`config.mk`:
```
export PLATFORM = sky130hd
export DESIGN_NAME = top_level
export DESIGN_NICKNAME = d
export VERILOG_FILES = /design/src/rtl/top_level_pkg.sv /design/src/rtl/gcd_step.sv /design/src/rtl/top_level.sv
export SDC_FILE = /design/constraint.sdc
export NUM_CORES = 1
export LEC_CHECK = 0
export ABC_CLOCK_PERIOD_IN_PS = 7400
export BUFFER_PORTS_ARGS = -buffer_cell sky130_fd_sc_hd__buf_4
export CORE_UTILIZATION = 30
export DETAILED_ROUTE_END_ITERATION = 10
export GPL_ROUTABILITY_DRIVEN = 1
export PLACE_DENSITY = 0.52
export SLEW_MARGIN = 20
export SYNTH_ARGS = -nofsm -noshare
export SYNTH_HDL_FRONTEND = slang
export SYNTH_HIERARCHICAL = 1
export SYNTH_SLANG_ARGS = --single-unit
```
`constraint.sdc`:
```
create_clock -name CLK -period 7.4 [get_ports CLK]
set_input_delay 0 -clock CLK [delete_from_list [all_inputs] [get_ports CLK]]
set_output_delay 0 -clock CLK [all_outputs]
set_load 0.03 [all_outputs]
```
`src/rtl/top_level_pkg.sv`:
```
// Shared types for the relative-prime finder.
// Holds the word width, word type and FSM state encoding.
package top_level_pkg;

    localparam int WIDTH = 16;

    typedef logic [WIDTH-1:0] word_t;

    typedef enum logic [2:0] {
        IDLE,
        LOAD,
        INIT,
        GCD,
        CHECK,
        DONE
    } state_t;

endpackage

```
`src/rtl/gcd_step.sv`:
```
// One combinational subtractive-Euclid step.
// Holds the pair once either side reaches zero; g is the resulting gcd.
module gcd_step #(
    parameter int WIDTH = 16
) (
    input  logic [WIDTH-1:0] a,
    input  logic [WIDTH-1:0] b,
    output logic [WIDTH-1:0] a_next,
    output logic [WIDTH-1:0] b_next,
    output logic             zero_flag,
    output logic [WIDTH-1:0] g
);

    always_comb begin
        a_next    = a;
        b_next    = b;
        zero_flag = (a == '0) || (b == '0);
        g         = a + b;
        if (!zero_flag) begin
            if (a >= b) begin
                a_next = a - b;
            end else begin
                b_next = b - a;
            end
        end
    end

endmodule

```
`src/rtl/top_level.sv`:
```
// Relative-prime finder: smallest m >= decimal_two with gcd(n, m) == decimal_one.
// FSM walks candidates, running the subtractive GCD unit on each.
module top_level #(
    parameter int WIDTH = 16
) (
    input  logic             CLK,
    input  logic             RST,
    input  logic [WIDTH-1:0] register_value,
    input  logic [WIDTH-1:0] decimal_two,
    input  logic [WIDTH-1:0] decimal_one,
    input  logic             start,
    output logic [WIDTH-1:0] out
);

    import top_level_pkg::*;

    state_t state;

    logic [WIDTH-1:0] n;
    logic [WIDTH-1:0] one;
    logic [WIDTH-1:0] m;
    logic [WIDTH-1:0] a;
    logic [WIDTH-1:0] b;
    logic [WIDTH-1:0] g;
    logic [WIDTH-1:0] res;

    logic [WIDTH-1:0] a_next;
    logic [WIDTH-1:0] b_next;
    logic [WIDTH-1:0] g_sum;
    logic [WIDTH-1:0] m_inc;
    logic             zero_flag;

    assign m_inc = m + one;

    gcd_step #(
        .WIDTH(WIDTH)
    ) u_gcd_step (
        .a        (a),
        .b        (b),
        .a_next   (a_next),
        .b_next   (b_next),
        .zero_flag(zero_flag),
        .g        (g_sum)
    );

    always_ff @(posedge CLK or posedge RST) begin
        if (RST) begin
            state <= IDLE;
            n     <= '0;
            one   <= '0;
            m     <= '0;
            a     <= '0;
            b     <= '0;
            g     <= '0;
            res   <= '0;
            out   <= '0;
        end else if (start && state != LOAD) begin
            // A new request aborts whatever is running; out is left alone.
            state <= LOAD;
        end else begin
            unique case (state)
                IDLE: begin
                    state <= IDLE;
                end
                LOAD: begin
                    n   <= register_value;
                    m   <= decimal_two;
                    one <= decimal_one;
                    if (!start) begin
                        state <= INIT;
                    end
                end
                INIT: begin
                    if (n == '0) begin
                        res   <= '0;
                        state <= DONE;
                    end else begin
                        a     <= n;
                        b     <= m;
                        state <= GCD;
                    end
                end
                GCD: begin
                    if (zero_flag) begin
                        g     <= g_sum;
                        state <= CHECK;
                    end else begin
                        a <= a_next;
                        b <= b_next;
                    end
                end
                CHECK: begin
                    if (g == one) begin
                        res   <= m;
                        state <= DONE;
                    end else begin
                        m <= m_inc;
                        // Candidate space exhausted: report 0.
                        if (m_inc == '0) begin
                            res   <= '0;
                            state <= DONE;
                        end else begin
                            state <= INIT;
                        end
                    end
                end
                DONE: begin
                    out   <= res;
                    state <= IDLE;
                end
                default: begin
                    state <= IDLE;
                end
            endcase
        end
    end

endmodule

```
# After elaboration in Yosys (flattened, before gate mapping)
# Cells that the tools add are included.
# Widths: inputs -> output; s select.
# classes
eq_ne,16
n_reduce_logical,17
bitwise,1
mux,21
n_lt_le_gt_ge,1
n_addsub,4
# ops
op,n
$mux 16,10
$pmux 16 s2,4
$logic_not 16->1,4
$add 16x16->16,2
$sub 16x16->16,2
$mux 3,6
$eq 16x16->1,1
$ge 16x16->1,1
$pmux 3 s4,1
$ne 2x2->1 const B,5
$reduce_and 5->1,2
$eq 3x2->1 const B,2
$eq 3x3->1 const B,2
$ne 3x3->1 const B,2
$reduce_and 2->1,3
$reduce_and 3->1,2
$reduce_bool 2->1,3
$reduce_and 4->1,1
$eq 3x1->1 const B,1
$ne 3x1->1 const B,1
$ne 3x2->1 const B,1
$ne 2x1->1 const B,1
$logic_and 1x1->1,1
$logic_or 1x1->1,1
$not 1->1,1
# word_totals
out_inout_bits,16
in_bits,51
wordCells,69
regBits,131

# Depth between registers and ports, before layout
# Gate-level depths: netlist (run 1).
# depth
depth_word,6
ltp_mapped,13
depth_no_buf,11

# Hierarchy
# Netlist (run 1), hierarchy kept.
# by_module_without_submodules
mod,seq_area_each_um2,instances,cells_each,area_per_inst_um2
top_level,3278.1,1,571,6451.2
gcd_step,0.0,1,423,2976.6

# Worst setup path after synthesis (run 1)
# No wires, ideal clock.
# synth_timing
kind,reg-to-reg
from,register one[0]
to,register res[10]
path_buffers,1
setup_slack_ns,4.183
stages_incl_launch_ff,12
arrival_ns,3.096
setup_time_ns,0.121
synth_period_minus_slack_ns,3.217
required_ns,7.279
path_cell_list,dfrtp_1 ha_1 fa_1 a211oi_2 o21bai_1 a211oi_4 mux2i_1 or4_4 nor4_2 a211oi_2 buf_6 a22o_1
# synth_between
elab_chain_cells,4
word_cells_on_any_way,7
classes_between,add/sub (1); eq/ne (2); mux (2); reduce/logical (2)
# synth_rtl
item,line_no,source
from (decl),top_level.sv:20,logic [WIDTH-1:0] one;
from (signal assigned),top_level.sv:68,one <= decimal_one;
$add 16x16->16,top_level.sv:33,assign m_inc = m + one;
$logic_not 16->1,top_level.sv:99,if (m_inc == '0) begin
$ne 3x3->1 (no line),-,
$reduce_and 4->1 (no line),-,
to (signal assigned),top_level.sv:94,res <= m;
to (decl),top_level.sv:25,logic [WIDTH-1:0] res;
# Parallel ways exist; a longest one is shown, timed or not.
# A chain may end at the register's enable or synchronous reset.

# Worst setup path in the final report (run 1)
# layout_timing
from,register a[1]
to,register a[7]
# layout_between
elab_chain_cells,4
word_cells_on_any_way,10
classes_between,add/sub (1); order compare (1); eq/ne (2); mux (3); reduce/logical (3)
# layout_rtl
item,line_no,source
from (decl),top_level.sv:22,logic [WIDTH-1:0] a;
from (signal assigned),top_level.sv:78,a <= n;
from (signal assigned),top_level.sv:88,a <= a_next;
$sub 16x16->16,gcd_step.sv:21,a_next = a - b;
$mux 16,gcd_step.sv:20,if (a >= b) begin
via a_next[7],top_level.sv:27,logic [WIDTH-1:0] a_next;
$mux 16,top_level.sv:84,if (zero_flag) begin
$pmux 16 s2,top_level.sv:61,unique case (state)
# The timed path passes the listed nets, and every way through them passes these cells. The select of a mux whose other input is x is not followed.

==> impl_metrics.tcl, run 1 <==
set metrics [dict create \
    outcome "finished clean" \
    io_buffers 66 \
    synth.yosys.warnings 6 \
    post_synth_instance_area_um2 9430 \
    detailedRoute.firstPassIterationCount 6 \
    num_rows 64 \
    design_area_um2 11400 \
    routedWlPerCell_um 19.9 \
    horizontal_extent_of_the_die_um 179 \
    timing.critical_path.required_ns 7.69 \
    synth_area_leader "dfrtp_1" \
    track_usage 0.190 \
    yosys.cell_types.count 78 \
    number_of_global_route_vias_before_repair 7697 \
    post_synth_inst_count 994 \
    synthTopCellsByArea "dfrtp_1 (35%), mux2_2 (8.5%), ha_1 (8.1%), mux2i_1 (6.3%), o21ai_0 (4.1%)" \
    detailed_place_hpwl_um 22000 \
    layout.cells.most_common "dfrtp_1" \
    reg2reg_from "a[1]" \
    cts.sinks 131 \
    first_iter_violations 594 \
    leakage_nw 5.27 \
    die_area_um2 32100 \
    rr_worst_depth 10 \
    final.hold.worst_slack_ns 0.216 \
    endpoint "a[7]" \
    holdCritPathClass "in2async" \
    r2r_slack_ns 3.50 \
    final.setup_skew_ns 0.0164 \
    cts_setup_buffers 0 \
    insertedDiodeCount 0 \
    clockBufferDepth 2 \
    synthesis.nets 1110 \
    share_of_synthesized_flip_flops_with_an_asynchronous_set_or_reset 1.00 \
    gp_congestion 0.941 \
    min_period_over_period 0.527 \
    cp.arrival_ns 4.19 \
    ant_nets 0 \
    worstSkewPairLatency_ns 0.44 \
    vias_per_cell 5.33 \
    synth-seq-area-share 0.348 \
    synthDominantCellAreaShare 0.348 \
    max_cap_violations 0 \
    cts-htree-levels 4 \
    finish.utilization 0.371 \
    startpoint_type "register" \
    leading_cell_types_in_the_layout_fill_and_taps_excluded "dfrtp_1 (131), nand2_1 (82), o21ai_0 (78)" \
    placed_area_um2 10300 \
    max_freq_mhz 257 \
    design.portCount 67 \
    worst_setup_path_end_kind "register" \
    synthesis.area_per_instance_um2 9.48 \
    drv_slew 0 \
    grt_max_degree 70 \
    floorplan.die.height_um 179 \
    num_vias 7964 \
    postSynthRegisterBits 131 \
    critPathMaxFanout 16 \
    path_class "reg2reg" \
    route.detailed.drc 0 \
    initial_utilization 0.307 \
    cts_inserted_buffers 17 \
    report.final.hold_viol_count 0 \
    worst_pin_slew_ns 1.16 \
    rsz0062_at_grt "no" \
    synthFlopType "dfrtp_1" \
    power_per_cell_area_nw_per_um2 505 \
    grt_antenna_before_repair 0 \
    final_nets 1201 \
    ir_drop_mv 0.217 \
    synth_enable_flop_cells 0 \
    critPathLaunch "a[1]" \
    core-area_um2 30700 \
    finalWorstPathRequiredPeriod_ns 3.90 \
    cts_root_buf "clkbuf_16" \
    r2r-end "a[7]" \
    fraction_of_layout_instances_using_a_drive_strength_above_1 0.185 \
    clock_transition_at_path_regs_ns 0.07 \
    wl_um 29700 \
    setup_viol_count_final 0 \
    wire_length_of_the_first_global_routing_pass_um 45500 \
    tritoncts "built" \
    p_r_area_growth_vs_syn_pct 21.2 \
    finalSetupTns_ns 0 \
    grt_overflow 0 \
    timing.slew.headroom 0.226 \
]
worst max-delay path: stages, from the launching register on:
cell and delay [ns]:
dfrtp_1 0.58, inv_1 0.17, fa_1 0.50, nor2b_1 0.28
o31ai_2 0.13, a21oi_2 0.27, o31a_1 0.31, o21a_1 0.92
mux2_1 0.39, mux2i_1 0.13, o21ai_0 0.09
power breakdown:
part           switching (mW)  leakage, nW  internal [mW]
combinational            2.08         3.29           1.45
clock                   0.372        0.306          0.552
sequential              0.388         1.68          0.923
worst min path at each step:
stage                   to  slack, ns               start  cells past startpoint
floorplan            n[12]       0.15  register_value[12]                      1
global placement    res[6]       0.14                 RST                      2
detailed placement  out[5]       0.13                 RST                      2
CTS                 out[5]       0.24                 RST                      3
global route        out[6]       0.28                 RST                      3
finish              out[6]       0.22                 RST                      3
cell usage after synthesis, types with 3 or more instances:
cell type / count
nand3_1: 15
a21o_1: 7
and2_1: 4
o21a_1: 13
buf_1: 5
fa_1: 4
a21oi_1: 52
a22o_1: 17
nand3b_1: 5
nand2_1: 83
mux2_1: 5
mux2_2: 71
a221oi_1: 3
clkbuf_1: 32
nand4_1: 6
o31a_1: 6
o21bai_1: 8
nor3b_1: 3
o21ai_0: 78
xnor2_1: 24
ha_1: 61
nand2b_1: 6
a311oi_1: 3
a21boi_0: 6
nor3_1: 20
a211o_1: 3
o2111ai_1: 6
nor2b_1: 10
inv_1: 54
a2111oi_0: 3
dfrtp_1: 131
o31ai_1: 3
nor4_1: 21
o311ai_0: 4
a31oi_1: 5
buf_2: 9
or4_1: 4
o211ai_1: 4
or3_1: 5
buf_6: 5
nor2_1: 56
nor4b_1: 3
xor2_1: 26
a211oi_2: 4
mux2i_1: 59
per-layer routing:
layer / vias to the layer above / part of all wire / track usage
li1: 3795 / - / -
met1: 3876 / 0.47 / 0.262
met2: 246 / 0.45 / 0.296
met3: 47 / 0.046 / 0.0344
met4: 0 / 0.030 / 0.0700
met5: - / 0 / 0
logic make-up after synthesis:
family                   synth area share
flip-flops                          0.348
AND/OR/NAND/NOR                     0.134
XOR/XNOR                           0.0464
AO/OA/AOI/OAI                       0.181
adder cells (fa/ha/maj)            0.0894
multiplexers                        0.153
buffers and inverters              0.0482
per-stage QoR:
step | power (mW) | std cells | worst slack [ns]
floorplan | 3.81 | 994 | 3.90
global placement | 4.75 | 1411 | 3.61
detailed placement | 4.75 | 1411 | 3.53
CTS | 5.72 | 1493 | 3.53
global route | 6.16 | 1494 | 3.29
finish | 5.76 | 1494 | 3.50
what timing repair did:
action / 4_1_cts / 5_1_grt
hold buffers: 50 / 0
gates resized for setup: 0 / 0
hold endpoints to repair: 113 / 0
endpoints found under the setup margin: 0 / 0
final cells by class:
type                       instances  area, µm²
fill                            3133      19300
tap                              396        495
clock buffer                      18        439
inverter                          55        211
multi-input combinational        756       5750
sequential                       131       3280
clock inverter                    14        190
timing repair buffer             124       1060
registers in the layout (all words and copies together), names as in the netlist:
signal,count
res,16
m,16
b,16
a,16
state,3
g,16
n,16
one,16
out,16
Power figures use the tool's default switching activity.
==> run 2: changes to the inputs <==
--- a/config.mk
+++ b/config.mk
@@ -5,7 +5,7 @@
 export SDC_FILE = /design/constraint.sdc
 export NUM_CORES = 1
 export LEC_CHECK = 0
-export ABC_CLOCK_PERIOD_IN_PS = 7400
+export ABC_CLOCK_PERIOD_IN_PS = 3650
 export BUFFER_PORTS_ARGS = -buffer_cell sky130_fd_sc_hd__buf_4
 export CORE_UTILIZATION = 30
 export DETAILED_ROUTE_END_ITERATION = 10
==> constraint.sdc (replaced) <==
create_clock -name CLK -period 3.65 [get_ports CLK]
set_input_delay 0 -clock CLK [delete_from_list [all_inputs] [get_ports CLK]]
set_output_delay 0 -clock CLK [all_outputs]
set_load 0.03 [all_outputs]
==> run 2 against run 1 <==
  * Final cell count is 2.9% higher
  * Non-clock buffer count increased by 42
  * Clock power rose by 87%
  * Largest cell class unchanged
  * Largest power group unchanged
==> impl_metrics.tcl, run 2 (synthesized netlist as in run 1, its figures left out) <==
set metrics [dict create \
    outcome "finished clean" \
    cts_inserted_buffers 17 \
    total_power_mw 12.1 \
    report.final.hold_viol_count 0 \
    die_area_um2 32100 \
    cp_slowest_stage_delay_ns 0.57 \
    place.detailed.instances 1452 \
    final_nets 1243 \
    clock_transition_at_path_regs_ns 0.08 \
    num_rows 64 \
    grt_antenna_before_repair 1 \
    finish.utilization 0.381 \
    finalWorstPathRequiredPeriod_ns 3.46 \
    detailedRoute.firstPassIterationCount 5 \
    reg2reg_from "m[0]" \
    design.portCount 67 \
    wire_length_of_the_first_global_routing_pass_um 47000 \
    cts.sinks 131 \
    first_iter_violations 497 \
    rsz0062_at_grt "no" \
    track_usage 0.197 \
    worstSkewPairLatency_ns 0.43 \
    finalNonFillerCells 1537 \
    wl_um 30600 \
    cpMaxStageDelayCell "or4_4" \
    num_vias 8120 \
    floorplan.die.height_um 179 \
    critPathMaxFanout 4 \
    route.detailed.drc 0 \
    core-area_um2 30700 \
    path_class "reg2reg" \
    number_of_global_route_vias_before_repair 7928 \
    max_freq_mhz 289 \
    power_per_cell_area_nw_per_um2 1030 \
    grt_overflow 0 \
    min_period_over_period 0.948 \
    final.setup_skew_ns 0.0204 \
    cp.arrival_ns 3.80 \
    ant_nets 0 \
    detailed_place_hpwl_um 23600 \
    ir_drop_mv 0.386 \
    startpoint_type "register" \
    drv_slew 0 \
    critPathLaunch "m[0]" \
    tritoncts "built" \
    n_fill_cell 3099 \
    holdCritPathClass "in2async" \
    fraction_of_layout_instances_using_a_drive_strength_above_1 0.216 \
    leakage_nw 5.46 \
    cts-htree-levels 4 \
    layout.cells.most_common "dfrtp_1" \
    vias_per_cell 5.28 \
    timing.critical_path.required_ns 3.99 \
    worst_setup_path_end_kind "register" \
    initial_utilization 0.307 \
    worst_pin_slew_ns 0.886 \
    grt_max_degree 94 \
    setup_viol_count_final 0 \
    timing.slew.headroom 0.404 \
    p_r_area_growth_vs_syn_pct 24.3 \
    leading_cell_types_in_the_layout_fill_and_taps_excluded "dfrtp_1 (131), buf_4 (114), nand2_1 (82)" \
    routedWlPerCell_um 19.9 \
    cts_root_buf "clkbuf_16" \
    finalSetupTns_ns 0 \
    max_cap_violations 0 \
    clockBufferDepth 2 \
    path_cells "ha_1, fa_1, a211oi_2, o21bai_1, a211oi_4, mux2i_1, or4_4, o41ai_2, buf_4, nand2_1, a211oi_2" \
    critical_path.most_common_cell "a211oi_2" \
    gp_congestion 0.925 \
    critical-path-top-delay-family "compound AO/OA/AOI/OAI gates" \
    path_buf_inv 1 \
    io_buffers 66 \
    horizontal_extent_of_the_die_um 179 \
]
[run 2: cell count changes in the layout (fill, tap and decap cells not counted), sizes merged]
cell,previous run,this run
diode,0,1
bufinv,3,0
clkinv,2,6
buf,74,115
[run 2: worst paths after layout]
path,end,cells past startpoint,slack [ns]
max,state[2],11,0.19
min,out[3],3,0.32
max reg2reg,state[2],11,0.19
min reg2reg,res[11],1,0.50
max in group asynchronous,b[7],4,2.47
min in group CLK,n[8],3,0.35
[run 2: timing repair]
item	4_1_cts	5_1_grt
gates cloned	0	0
pin swaps	0	1
setup endpoints to repair	1	18
hold buffers	50	0
resized for setup	1	2
endpoints found under the hold margin	142	0
setup buffers	0	1
[run 2: cell type report]
cell class / count / area (µm²) / area share
diodes: 1 / 2.50 / 0.000214
repair buffers: 166 / 1390 / 0.119
flip-flops and latches: 131 / 3280 / 0.280
well taps: 396 / 495 / 0.0423
clock buffers: 17 / 425 / 0.0363
clock inverters: 15 / 166 / 0.0142
multi-input cells: 756 / 5750 / 0.491
inverters: 55 / 211 / 0.0180
[run 2: worst register-to-register path: stages (launching register included)]
cell	delay (ns)
dfrtp_1	0.43
ha_1	0.23
fa_1	0.44
a211oi_2	0.25
o21bai_1	0.16
a211oi_4	0.32
mux2i_1	0.12
or4_4	0.57
o41ai_2	0.41
buf_4	0.18
nand2_1	0.07
a211oi_2	0.19
[run 2: metal layers]
layer	up-vias	global-route usage	share of wire
li1	3884	-	-
met1	3986	0.279	0.48
met2	221	0.308	0.46
met3	29	0.0288	0.043
met4	0	0.0602	0.020
met5	-	0	0
[run 2: through the flow]
| step | hold WS (ns) | worst slack (ns) | instance area (µm²) |
|---|---|---|---|
| final | 0.320 | 0.188 | 11700 |
| after global routing | 0.345 | 0.0392 | 11700 |
| after CTS | 0.330 | 0.0429 | 11700 |
| after detailed placement | 0.238 | 0.0378 | 10600 |
| after global placement | 0.234 | 0.0695 | 10600 |
| after floorplan | 0.152 | 0.152 | 9430 |
[run 2: where the power goes]
part	total, mW	switching [mW]	internal (mW)
Clock	1.73	0.809	0.918
Combinational	7.86	4.56	3.30
Sequential	2.49	0.621	1.87
Total	12.1	5.99	6.09
